==> config.mk <==
export PLATFORM = sky130hd
export DESIGN_NAME = fetch_unit
export DESIGN_NICKNAME = d
export VERILOG_FILES = /design/src/rtl/fetch_pkg.sv /design/src/rtl/fetch_fifo.sv /design/src/rtl/fetch_unit.sv
export SDC_FILE = /design/constraint.sdc
export NUM_CORES = 1
export LEC_CHECK = 0
export CAP_MARGIN = 5
export CORE_ASPECT_RATIO = 1.2
export CORE_MARGIN = 3
export CORE_UTILIZATION = 59
export CTS_BUF_LIST = sky130_fd_sc_hd__clkbuf_16
export DETAILED_ROUTE_END_ITERATION = 7
export PLACE_DENSITY = 0.85
export SLEW_MARGIN = 25
export SYNTH_ARGS = -nofsm -noshare
export SYNTH_HDL_FRONTEND = slang
export SYNTH_SLANG_ARGS = --single-unit
export TNS_END_PERCENT = 20
==> constraint.sdc <==
create_clock -name clk -period 8.8 [get_ports clk]
set_input_delay 1.32 -clock clk [delete_from_list [all_inputs] [get_ports clk]]
set_output_delay 1.32 -clock clk [all_outputs]
set_load 0.05 [all_outputs]
==> src/rtl/fetch_pkg.sv <==
// rtl/fetch_pkg.sv - shared types and constants for the instruction fetch stage
package fetch_pkg;

    localparam int XLEN = 32;
    localparam logic [XLEN-1:0] INSTR_NOP = 32'h0000_0013;

    typedef struct packed {
        logic [XLEN-1:0] pc;
        logic [XLEN-1:0] instr;
    } fetch_entry_t;

endpackage

==> src/rtl/fetch_fifo.sv <==
// rtl/fetch_fifo.sv - prefetch queue of {pc, instr} entries with flush
module fetch_fifo
    import fetch_pkg::*;
#(
    parameter int DEPTH = 4
) (
    input  logic                       clk,
    input  logic                       rst_n,
    input  logic                       push,
    input  logic                       pop,
    input  logic                       flush,
    input  fetch_entry_t               wdata,
    output fetch_entry_t               rdata,
    output logic [$clog2(DEPTH):0]     count,
    output logic                       full,
    output logic                       empty
);

    localparam int AW = $clog2(DEPTH);
    localparam int CW = AW + 1;

    fetch_entry_t   mem [DEPTH];
    logic [AW-1:0]  head;
    logic [AW-1:0]  tail;
    logic           do_push;
    logic           do_pop;

    assign full    = (count == CW'(DEPTH));
    assign empty   = (count == '0);
    assign do_pop  = pop && !empty;
    assign do_push = push && (!full || do_pop);
    assign rdata   = mem[head];

    // Pointers are exactly AW bits wide, so wrap modulo DEPTH is free.
    always_ff @(posedge clk or negedge rst_n) begin
        if (!rst_n) begin
            head  <= '0;
            tail  <= '0;
            count <= '0;
        end else if (flush) begin
            head  <= '0;
            tail  <= '0;
            count <= '0;
        end else begin
            if (do_push) tail <= tail + 1'b1;
            if (do_pop)  head <= head + 1'b1;
            if (do_push && !do_pop)
                count <= count + 1'b1;
            else if (do_pop && !do_push)
                count <= count - 1'b1;
        end
    end

    always_ff @(posedge clk) begin
        if (do_push && !flush) mem[tail] <= wdata;
    end

endmodule

==> src/rtl/fetch_unit.sv <==
// rtl/fetch_unit.sv - PC register, prefetch control and redirect handling
module fetch_unit
    import fetch_pkg::*;
#(
    parameter logic [31:0] RESET_PC = 32'h0000_0000,
    parameter int          DEPTH    = 4
) (
    input  logic        clk,
    input  logic        rst_n,
    input  logic        fetch_en,
    input  logic        redirect_valid,
    input  logic [31:0] redirect_pc,
    output logic [31:0] imem_addr,
    input  logic [31:0] imem_rdata,
    output logic        dec_valid,
    input  logic        dec_ready,
    output logic [31:0] dec_instr,
    output logic [31:0] dec_pc
);

    logic [31:0]             fetch_pc;
    logic                    push;
    logic                    pop;
    logic                    full;
    logic                    empty;
    logic [$clog2(DEPTH):0]  count;
    fetch_entry_t            wdata;
    fetch_entry_t            rdata;

    assign imem_addr = fetch_pc;
    assign pop       = dec_valid && dec_ready;
    assign push      = fetch_en && !redirect_valid && (!full || pop);
    assign wdata     = '{pc: fetch_pc, instr: imem_rdata};

    // Outputs come straight from the queue head; empty masks to NOP / 0.
    assign dec_valid = !empty;
    assign dec_instr = empty ? INSTR_NOP : rdata.instr;
    assign dec_pc    = empty ? 32'h0 : rdata.pc;

    always_ff @(posedge clk or negedge rst_n) begin
        if (!rst_n)
            fetch_pc <= RESET_PC;
        else if (redirect_valid)
            fetch_pc <= {redirect_pc[31:2], 2'b00};
        else if (push)
            fetch_pc <= fetch_pc + 32'd4;
    end

    fetch_fifo #(.DEPTH(DEPTH)) u_fifo (
        .clk   (clk),
        .rst_n (rst_n),
        .push  (push),
        .pop   (pop),
        .flush (redirect_valid),
        .wdata (wdata),
        .rdata (rdata),
        .count (count),
        .full  (full),
        .empty (empty)
    );

endmodule

==> results of run 1 <==
-- synth_stat cells, drive strengths merged, types with 3 or more instances --
| library cell | count | area (um^2) |
|---|---|---|
| o21ai | 15 | 75.1 |
| dfrtp | 37 | 926 |
| xnor2 | 3 | 26.3 |
| and4 | 8 | 71.3 |
| mux4 | 62 | 1400 |
| xor2 | 10 | 87.6 |
| a31oi | 11 | 68.8 |
| nand4 | 13 | 124 |
| or4 | 10 | 75.1 |
| o31ai | 7 | 52.6 |
| buf | 19 | 114 |
| inv | 7 | 26.3 |
| nor2b | 3 | 18.8 |
| nand3 | 13 | 65.1 |
| and2 | 68 | 425 |
| nor2 | 22 | 82.6 |
| nand2 | 33 | 131 |
| ha | 5 | 62.6 |
| or2 | 7 | 43.8 |
| o211ai | 7 | 52.6 |
| edfxtp | 248 | 7450 |
| and3 | 5 | 31.3 |
| or3 | 6 | 37.5 |
| o311ai | 7 | 61.3 |
| clkbuf | 20 | 75.1 |
-- metal layers --
layer	GRT usage	wire (um)	vias to the layer above
li1	-	-	2960
met1	0.309	9460	3388
met2	0.396	12700	335
met3	0.0401	1730	54
met4	0.0685	594	0
met5	0	0	-
-- metrics by stage --
stage | worst slack, ps | cells
2_1_floorplan | 4800 | 671
4_1_cts | 3710 | 1098
6_report | 3820 | 1098
3_3_place_gp | 4290 | 1049
3_5_place_dp | 4270 | 1049
5_1_grt | 3560 | 1098
-- power by group through the flow --
| stage | registers, mW | logic, mW | clock network [mW] |
|---|---|---|---|
| final | 1.69 | 1.69 | 1.09 |
| after CTS | 1.70 | 1.72 | 1.11 |
| after global routing | 1.71 | 1.78 | 1.16 |
| after floorplan | 1.68 | 1.19 | 0 |
| after detailed placement | 1.72 | 1.71 | 0 |
| after global placement | 1.71 | 1.68 | 0 |
-- logic make-up (layout without fill, tap and decap cells) --
logic type,Yosys count,count (layout),synth area share
DFF,285,285,0.712
and+or+nand+nor,195,195,0.0983
muxes,63,63,0.120
AOI/OAI and AO/OA,59,59,0.0345
buffers and inverters,46,217,0.0183
xor gates and xnor gates,13,13,0.00969
adders and majority gates,6,6,0.00702
other,1,4,0.000319
-- registers in the layout, indices dropped and copies added (netlist names) --
name          flops
u_fifo.tail       2
u_fifo.count      3
u_fifo.mem      248
imem_addr        30
u_fifo.head       2
-- critical path, delay by kind of cell (launching register included) --
kind                   cells  cell delay, ps
buffers and inverters      2            1300
DFF                        1             950
muxes                      1             570
and+or+nand+nor            1             300
-- layout make-up --
type                    count  area (um^2)  area share
flip-flops and latches    285         8380       0.584
multi-input cells         340         3190       0.222
repair buffers            161         1600       0.112
clock buffers              28          701      0.0488
well taps                 256          320      0.0223
clock inverters            21          143     0.00993
inverters                   7         27.5     0.00192
-- path summary, 6_finish.rpt --
kind                                  from         endpoint  slack [ps]  cells after the start
min                         u_fifo.tail[1]   u_fifo.tail[1]         600                      2
max in group asynchronous            rst_n   u_fifo.head[1]        7230                      1
min in group asynchronous            rst_n    imem_addr[24]         910                      1
max                         u_fifo.head[0]     dec_instr[4]        3820                      4
min reg2reg                 u_fifo.tail[1]   u_fifo.tail[1]         600                      2
max reg2reg                u_fifo.count[0]  u_fifo.count[1]        5220                      8
-- cell usage in the layout (no fill, tap or decap), types with 9 or more instances in the layout --
| cell | netlist | routed |
|---|---|---|
| a31oi_1 | 11 | 11 |
| and2_1 | 68 | 64 |
| clkbuf_16 | 0 | 28 |
| clkdlybuf4s50_1 | 0 | 158 |
| dfrtp_1 | 37 | 35 |
| edfxtp_1 | 248 | 248 |
| inv_1 | 7 | 13 |
| mux4_2 | 62 | 62 |
| nand2_1 | 32 | 32 |
| nand3_1 | 13 | 13 |
| nand4_1 | 9 | 9 |
| nor2_1 | 22 | 22 |
| o21ai_0 | 15 | 15 |
| or4_1 | 10 | 10 |
| xor2_1 | 10 | 10 |
==> impl_metrics.env, run 1 <==
export IMPL_status="finished, final reports clean"
export IMPL_cp_arrival_ps=3660
export IMPL_p_sw_mw=1.64
export IMPL_setup_worst_path_class="register to output port"
export IMPL_leakagePower_nw=4.73
export IMPL_tightest_slew_ps=1010
export IMPL_clk_pin_slew_ps=60
export IMPL_grt_pass1_vias=7169
export IMPL_power_mw=4.48
export IMPL_grt_max_degree=64
export IMPL_syn_inst=668
export IMPL_n_antenna_cell=0
export IMPL_cp_required_ps=7480
export IMPL_rows=55
export IMPL_clock_latency_ps=520
export IMPL_port_buffers=159
export IMPL_vdd_drop_max_mv=0.212
export IMPL_gp_congestion=0.848
export IMPL_cts_setup_buffers=0
export IMPL_netlist_area_um2=11800
export IMPL_drc=0
export IMPL_hp_class="register to register"
export IMPL_final_setup_skew_ps=13.5
export IMPL_area_delta_synth_final_pct=22.2
export IMPL_clk_path_buf_depth=3
export IMPL_start_util=0.612
export IMPL_grt_pass1_wl_um=39300
export IMPL_finalNetCount=897
export IMPL_ys_flop_type="edfxtp_1"
export IMPL_overflow=0
export IMPL_grt_setup_unrepaired="false"
export IMPL_gr_usage_all_layers=0.232
export IMPL_power_density_nw_per_um2=312
export IMPL_async_reset_ff_frac=0.130
export IMPL_pwr_share_clk=0.244
export IMPL_drt_pass1_iterations=5
export IMPL_clock_sinks=285
export IMPL_die_area_um2=21700
export IMPL_antenna_found_initial=0
export IMPL_fillers=1100
export IMPL_synth_edf_count=248
export IMPL_final_hold_viol_count=0
export IMPL_avgSynthCellArea_um2=17.6
export IMPL_p_int_mw=2.84
export IMPL_worstSetupStartpointType="register"
export IMPL_cpPeakStageDelay_ps=950
export IMPL_drive_gt1_frac=0.143
export IMPL_die_x_um=135
export IMPL_cts_buffers=27
export IMPL_cts_htree_levels=1
export IMPL_wl_per_cell_um=22.3
export IMPL_design_area_um2=14400
export IMPL_fmax_ghz=0.201
export IMPL_root_buffer="clkbuf_16"
export IMPL_ys_seq_area_frac=0.712
export IMPL_ios=166
export IMPL_slew_viol_final=0
export IMPL_num_vias=6737
export IMPL_ant_nets=0
export IMPL_place_area_um2=13500
export IMPL_combPwrFrac=0.378
export IMPL_cts_tree="done"
export IMPL_dieHeight_um=161
export IMPL_final_util=0.748
export IMPL_vias_per_cell=6.14
export IMPL_timing_final_crit_share=0.566
export IMPL_path_cells="buf_4 -> mux4_2 -> or2_2 -> clkdlybuf4s50_1"
export IMPL_whs_ps=598
export IMPL_pwr_share_seq=0.378
export IMPL_fp_coreArea_um2=19200
export IMPL_fin_crit_ps=4980
export IMPL_maxCapViolations=0
export IMPL_slowest_stage="dfrtp_4"
export IMPL_setup_violations=0
export IMPL_ctsResizeCount=0
export IMPL_critPathCaptureType="output port"
export IMPL_cts_hold_buf=0
export IMPL_slew_headroom=0.327
export IMPL_critical_path_max_fanout=38
export IMPL_ys_ff_latch=285
export IMPL_routed_wl_um=24500
export IMPL_setup_tns_ps=0
export IMPL_synth_warnings=0
export IMPL_swShare=0.367
export IMPL_dp_hpwl_um=14500
export IMPL_ys_types=51
export IMPL_drt_iter0_drc=591
Note: power is estimated with default switching activity, not from simulation.
==> run 2: changes to the inputs <==
CORE_UTILIZATION = 49   (was 59)
PLACE_DENSITY = 0.76   (was 0.85)
clock period = 4.3 ns   (was 8.8 ns; I/O delays follow)
==> run 2 against run 1 <==
Net effect:
- cell area increased by 2.2%
- via count fell by 2.0%
- critical path depth did not move
- global-route usage down 4.3 points
- sequential share of layout area down 1.2 points
- worst hold slack lost 360 ps
- register-to-register slack got worse by 3400 ps
==> impl_metrics.env, run 2 (synthesis results as in run 1) <==
export IMPL_ctsResizeCount=0
export IMPL_clk_pin_slew_ps=70
export IMPL_path_cells="buf_4 -> mux4_2 -> and2_1 -> clkdlybuf4s50_1"
export IMPL_finalNetCount=913
export IMPL_cts_buffers=27
export IMPL_leakagePower_nw=4.84
export IMPL_rows=61
export IMPL_cts_setup_buffers=0
export IMPL_setup_tns_ps=0
export IMPL_cts_tree="done"
export IMPL_path_delay_family="buffers and inverters"
export IMPL_antenna_found_initial=0
export IMPL_n_antenna_cell=0
export IMPL_port_buffers=159
export IMPL_root_buffer="clkbuf_16"
export IMPL_gr_usage_all_layers=0.189
export IMPL_die_area_um2=25900
export IMPL_setup_worst_path_class="register to output port"
export IMPL_clock_latency_ps=530
export IMPL_power_density_nw_per_um2=637
export IMPL_vias_per_cell=5.65
export IMPL_fp_coreArea_um2=23400
export IMPL_num_vias=6605
export IMPL_grt_setup_unrepaired="false"
export IMPL_status="finished, final reports clean"
export IMPL_clock_sinks=285
export IMPL_drive_gt1_frac=0.160
export IMPL_dp_hpwl_um=15700
export IMPL_hp_class="input pin to async pin"
export IMPL_maxCapViolations=0
export IMPL_routed_wl_um=24000
export IMPL_gp_congestion=0.800
export IMPL_largest_register_ffs=248
export IMPL_ant_nets=0
export IMPL_tightest_slew_ps=877
export IMPL_power_mw=9.35
export IMPL_grt_pass1_vias=6844
export IMPL_worstSetupStartpointType="register"
export IMPL_grt_pass1_wl_um=38500
export IMPL_cpPeakStageDelay_ps=740
export IMPL_overflow=0
export IMPL_drt_pass1_iterations=5
export IMPL_start_util=0.503
export IMPL_final_hold_viol_count=0
export IMPL_timing_final_crit_share=0.865
export IMPL_layout_commonest_cell="edfxtp_1"
export IMPL_wl_per_cell_um=20.5
export IMPL_top_register="u_fifo.mem"
export IMPL_fin_crit_ps=3720
export IMPL_area_delta_synth_final_pct=24.8
export IMPL_dieHeight_um=176
export IMPL_slew_viol_final=0
export IMPL_final_setup_skew_ps=17.2
export IMPL_grt_max_degree=52
export IMPL_fmax_ghz=0.269
export IMPL_layout_common_cells="edfxtp_1, clkdlybuf4s50_1, and2_1, mux4_2, dfrtp_1"
export IMPL_slowest_stage="dfrtp_4"
export IMPL_fillers=1719
export IMPL_whs_ps=233
export IMPL_slew_headroom=0.415
export IMPL_final_util=0.628
export IMPL_cts_hold_buf=0
export IMPL_critical_path_max_fanout=23
export IMPL_setup_violations=0
export IMPL_critPathCaptureType="output port"
export IMPL_critPathBufInv=2
export IMPL_clk_path_buf_depth=3
export IMPL_cp_required_ps=3650
export IMPL_vdd_drop_max_mv=0.317
export IMPL_cp_arrival_ps=3070
export IMPL_ios=166
export IMPL_drt_iter0_drc=429
export IMPL_drc=0
export IMPL_cts_htree_levels=1
export IMPL_die_x_um=147
[run 2: worst paths after layout]
kind                                  from  slack [ps]  depth (start not counted)               to
min                                  rst_n         230                          1    imem_addr[28]
min reg2reg                 u_fifo.tail[1]         570                          2   u_fifo.tail[1]
max in group asynchronous            rst_n        3400                          1   u_fifo.head[0]
max                         u_fifo.head[0]         580                          4    dec_instr[19]
min in group clk            u_fifo.tail[1]         570                          2   u_fifo.tail[1]
max reg2reg                u_fifo.count[0]        1770                          8  u_fifo.count[1]
[run 2: layer usage]
metal / vias up / track usage / share of wire
met4: 0 / 0.0466 / 0.019
met5: - / 0 / 0
li1: 2994 / - / -
met3: 37 / 0.0299 / 0.058
met2: 206 / 0.316 / 0.50
met1: 3368 / 0.265 / 0.42
[run 2: area by class of cell]
cell class	count	area, um^2	share of cell area
Clock inverter	19	210	0.0143
Clock buffer	27	676	0.0460
Multi-Input combinational cell	340	3190	0.217
Timing Repair Buffer	177	1800	0.122
Sequential cell	285	8380	0.571
Tap cell	315	394	0.0269
Inverter	7	26.3	0.00179
[run 2: stage by stage]
stage	setup slack (ps)	instance area, um^2	std cells
finish	581	14700	1170
global route	387	14700	1170
CTS	497	14700	1170
detailed placement	1030	13800	1124
global placement	1040	13800	1124
floorplan	974	11800	671
[run 2: where the power goes]
part           internal, mW  leakage, nW  switching [mW]
Clock                  1.43        0.442           0.937
Sequential             3.19         2.69           0.192
Combinational          1.38         1.70            2.21
Total                  6.01         4.84            3.34
==> run 3: changes to the inputs <==
CORE_UTILIZATION = 55   (was 49)
PLACE_DENSITY = 0.8   (was 0.76)
clock period = 3.8 ns   (was 4.3 ns; I/O delays follow)
==> run 3 against run 2 <==
Net effect:
- non-clock buffer count shrank 1
- power rose by 14%
- largest power group unchanged
- via count increased by 3.6%
- final cell count shrank 4.2%
- register-to-register slack got worse by 730 ps
- worst setup slack worse by 310 ps
- critical path depth did not move
- first-iteration DRC count up 50%
- clock skew shrank 7.1 ps
==> impl_metrics.env, run 3 (synthesis results as in run 1) <==
export IMPL_status="finished, final reports clean"
export IMPL_die_x_um=139
export IMPL_cts_buffers=26
export IMPL_reg2reg_depth=10
export IMPL_grt_max_degree=52
export IMPL_instances_no_fill=1121
export IMPL_drt_pass1_iterations=5
export IMPL_multi_input_area_um2=3190
export IMPL_numPlacedInstances=1073
export IMPL_finalNetCount=911
export IMPL_fin_crit_ps=3530
export IMPL_cp_required_ps=3230
export IMPL_clock_sinks=285
export IMPL_setup_violations=0
export IMPL_slew_headroom=0.422
export IMPL_hp_class="input pin to async pin"
export IMPL_layout_common_cells="edfxtp_1, clkdlybuf4s50_1, and2_1, mux4_2, dfrtp_1"
export IMPL_root_buffer="clkbuf_16"
export IMPL_slew_viol_final=0
export IMPL_cts_htree_levels=1
export IMPL_antenna_found_initial=0
export IMPL_layout_commonest_cell="edfxtp_1"
export IMPL_fmax_ghz=0.283
export IMPL_final_hold_viol_count=0
export IMPL_largest_register_ffs=248
export IMPL_dp_hpwl_um=15600
export IMPL_power_mw=10.7
export IMPL_clock_latency_ps=520
export IMPL_worstSetupStartpointType="register"
export IMPL_ctsResizeCount=0
export IMPL_path_delay_family="buffers and inverters"
export IMPL_vias_per_cell=6.11
export IMPL_path_cells="buf_4 -> mux4_2 -> and2_1 -> clkdlybuf4s50_1"
export IMPL_gr_usage_all_layers=0.214
export IMPL_maxCapViolations=0
export IMPL_gp_congestion=0.872
export IMPL_tightest_slew_ps=868
export IMPL_whs_ps=162
export IMPL_ios=166
export IMPL_wl_per_cell_um=22.1
export IMPL_grt_pass1_vias=7097
export IMPL_fp_coreArea_um2=20600
export IMPL_drc=0
export IMPL_power_density_nw_per_um2=729
export IMPL_ant_nets=0
export IMPL_setup_worst_path_class="register to output port"
export IMPL_vdd_drop_max_mv=0.569
export IMPL_slowest_stage="clkdlybuf4s50_1"
export IMPL_num_vias=6844
export IMPL_fillers=1249
export IMPL_n_antenna_cell=0
export IMPL_start_util=0.570
export IMPL_clk_path_buf_depth=3
export IMPL_setup_tns_ps=0
export IMPL_clk_pin_slew_ps=70
export IMPL_top_register="u_fifo.mem"
export IMPL_timing_final_crit_share=0.929
export IMPL_leakagePower_nw=4.85
export IMPL_critPathCaptureType="output port"
export IMPL_cts_tree="done"
export IMPL_area_delta_synth_final_pct=24.6
export IMPL_dieHeight_um=166
export IMPL_drt_iter0_drc=643
export IMPL_seqCellArea_um2=8380
export IMPL_port_buffers=159
export IMPL_critical_path_max_fanout=18
export IMPL_crit_cells=4
export IMPL_cts_setup_buffers=0
export IMPL_overflow=0
export IMPL_final_setup_skew_ps=10.1
export IMPL_critPathBufInv=2
export IMPL_drive_gt1_frac=0.168
export IMPL_rows=57
export IMPL_grt_setup_unrepaired="false"
export IMPL_cpPeakStageDelay_ps=700
export IMPL_routed_wl_um=24800
export IMPL_cp_arrival_ps=2960
export IMPL_grt_pass1_wl_um=39500
export IMPL_cts_hold_buf=0
export IMPL_die_area_um2=23200
run 3: changes by cell type in the layout (fill, tap and decap cells not counted), moves of 2 or more:
cell        before  now
clkinv_1         7    2
clkinv_2         3    7
clkinvlp_4       1    4
buf_4           12    9
buf_12           6    8
run 3: area by class of cell:
cell class / instances / share of cell area
Tap cell: 265 / 0.0226
Sequential cell: 285 / 0.572
Inverter: 7 / 0.00179
Multi-Input combinational cell: 340 / 0.218
Clock buffer: 27 / 0.0461
Clock inverter: 21 / 0.0163
Timing Repair Buffer: 176 / 0.124
run 3: final timing paths:
check | startpoint | to | slack [ps]
worst max-delay path | u_fifo.head[0] | dec_instr[31] | 270
worst min-delay path | rst_n | imem_addr[27] | 160
worst max register to register | u_fifo.count[0] | u_fifo.count[1] | 1040
worst min register to register | u_fifo.tail[1] | u_fifo.tail[1] | 580
max in group asynchronous | rst_n | u_fifo.head[0] | 2990
min in group clk | u_fifo.tail[1] | u_fifo.tail[1] | 580
run 3: report_power, final:
group | switching, mW | internal (mW) | total [mW]
Clock | 1.08 | 1.63 | 2.72
Combinational | 2.54 | 1.59 | 4.13
Sequential | 0.217 | 3.61 | 3.83
run 3: worst reg2reg max path, delay by kind of cell, from the launching register on:
| kind | cells | cell delay [ps] |
|---|---|---|
| adder cells (fa/ha/maj) | 1 | 450 |
| flip-flops | 1 | 460 |
| buffers and inverters | 3 | 770 |
| AND/OR/NAND/NOR | 4 | 560 |
| AO/OA/AOI/OAI | 2 | 420 |
run 3: routing by layer:
| layer | global-route usage | part of all wire |
|---|---|---|
| met4 | 0.0477 | 0.016 |
| met3 | 0.0308 | 0.067 |
| met2 | 0.369 | 0.52 |
| met1 | 0.293 | 0.40 |
| met5 | 0 | 0 |
run 3: per-stage QoR:
step | cell area (um^2) | setup slack (ps) | utilization
3_3_place_gp | 13700 | 646 | 0.667
5_1_grt | 14700 | 110 | 0.711
3_5_place_dp | 13700 | 503 | 0.667
6_report | 14700 | 268 | 0.711
2_1_floorplan | 11800 | 549 | -
4_1_cts | 14700 | 193 | 0.711
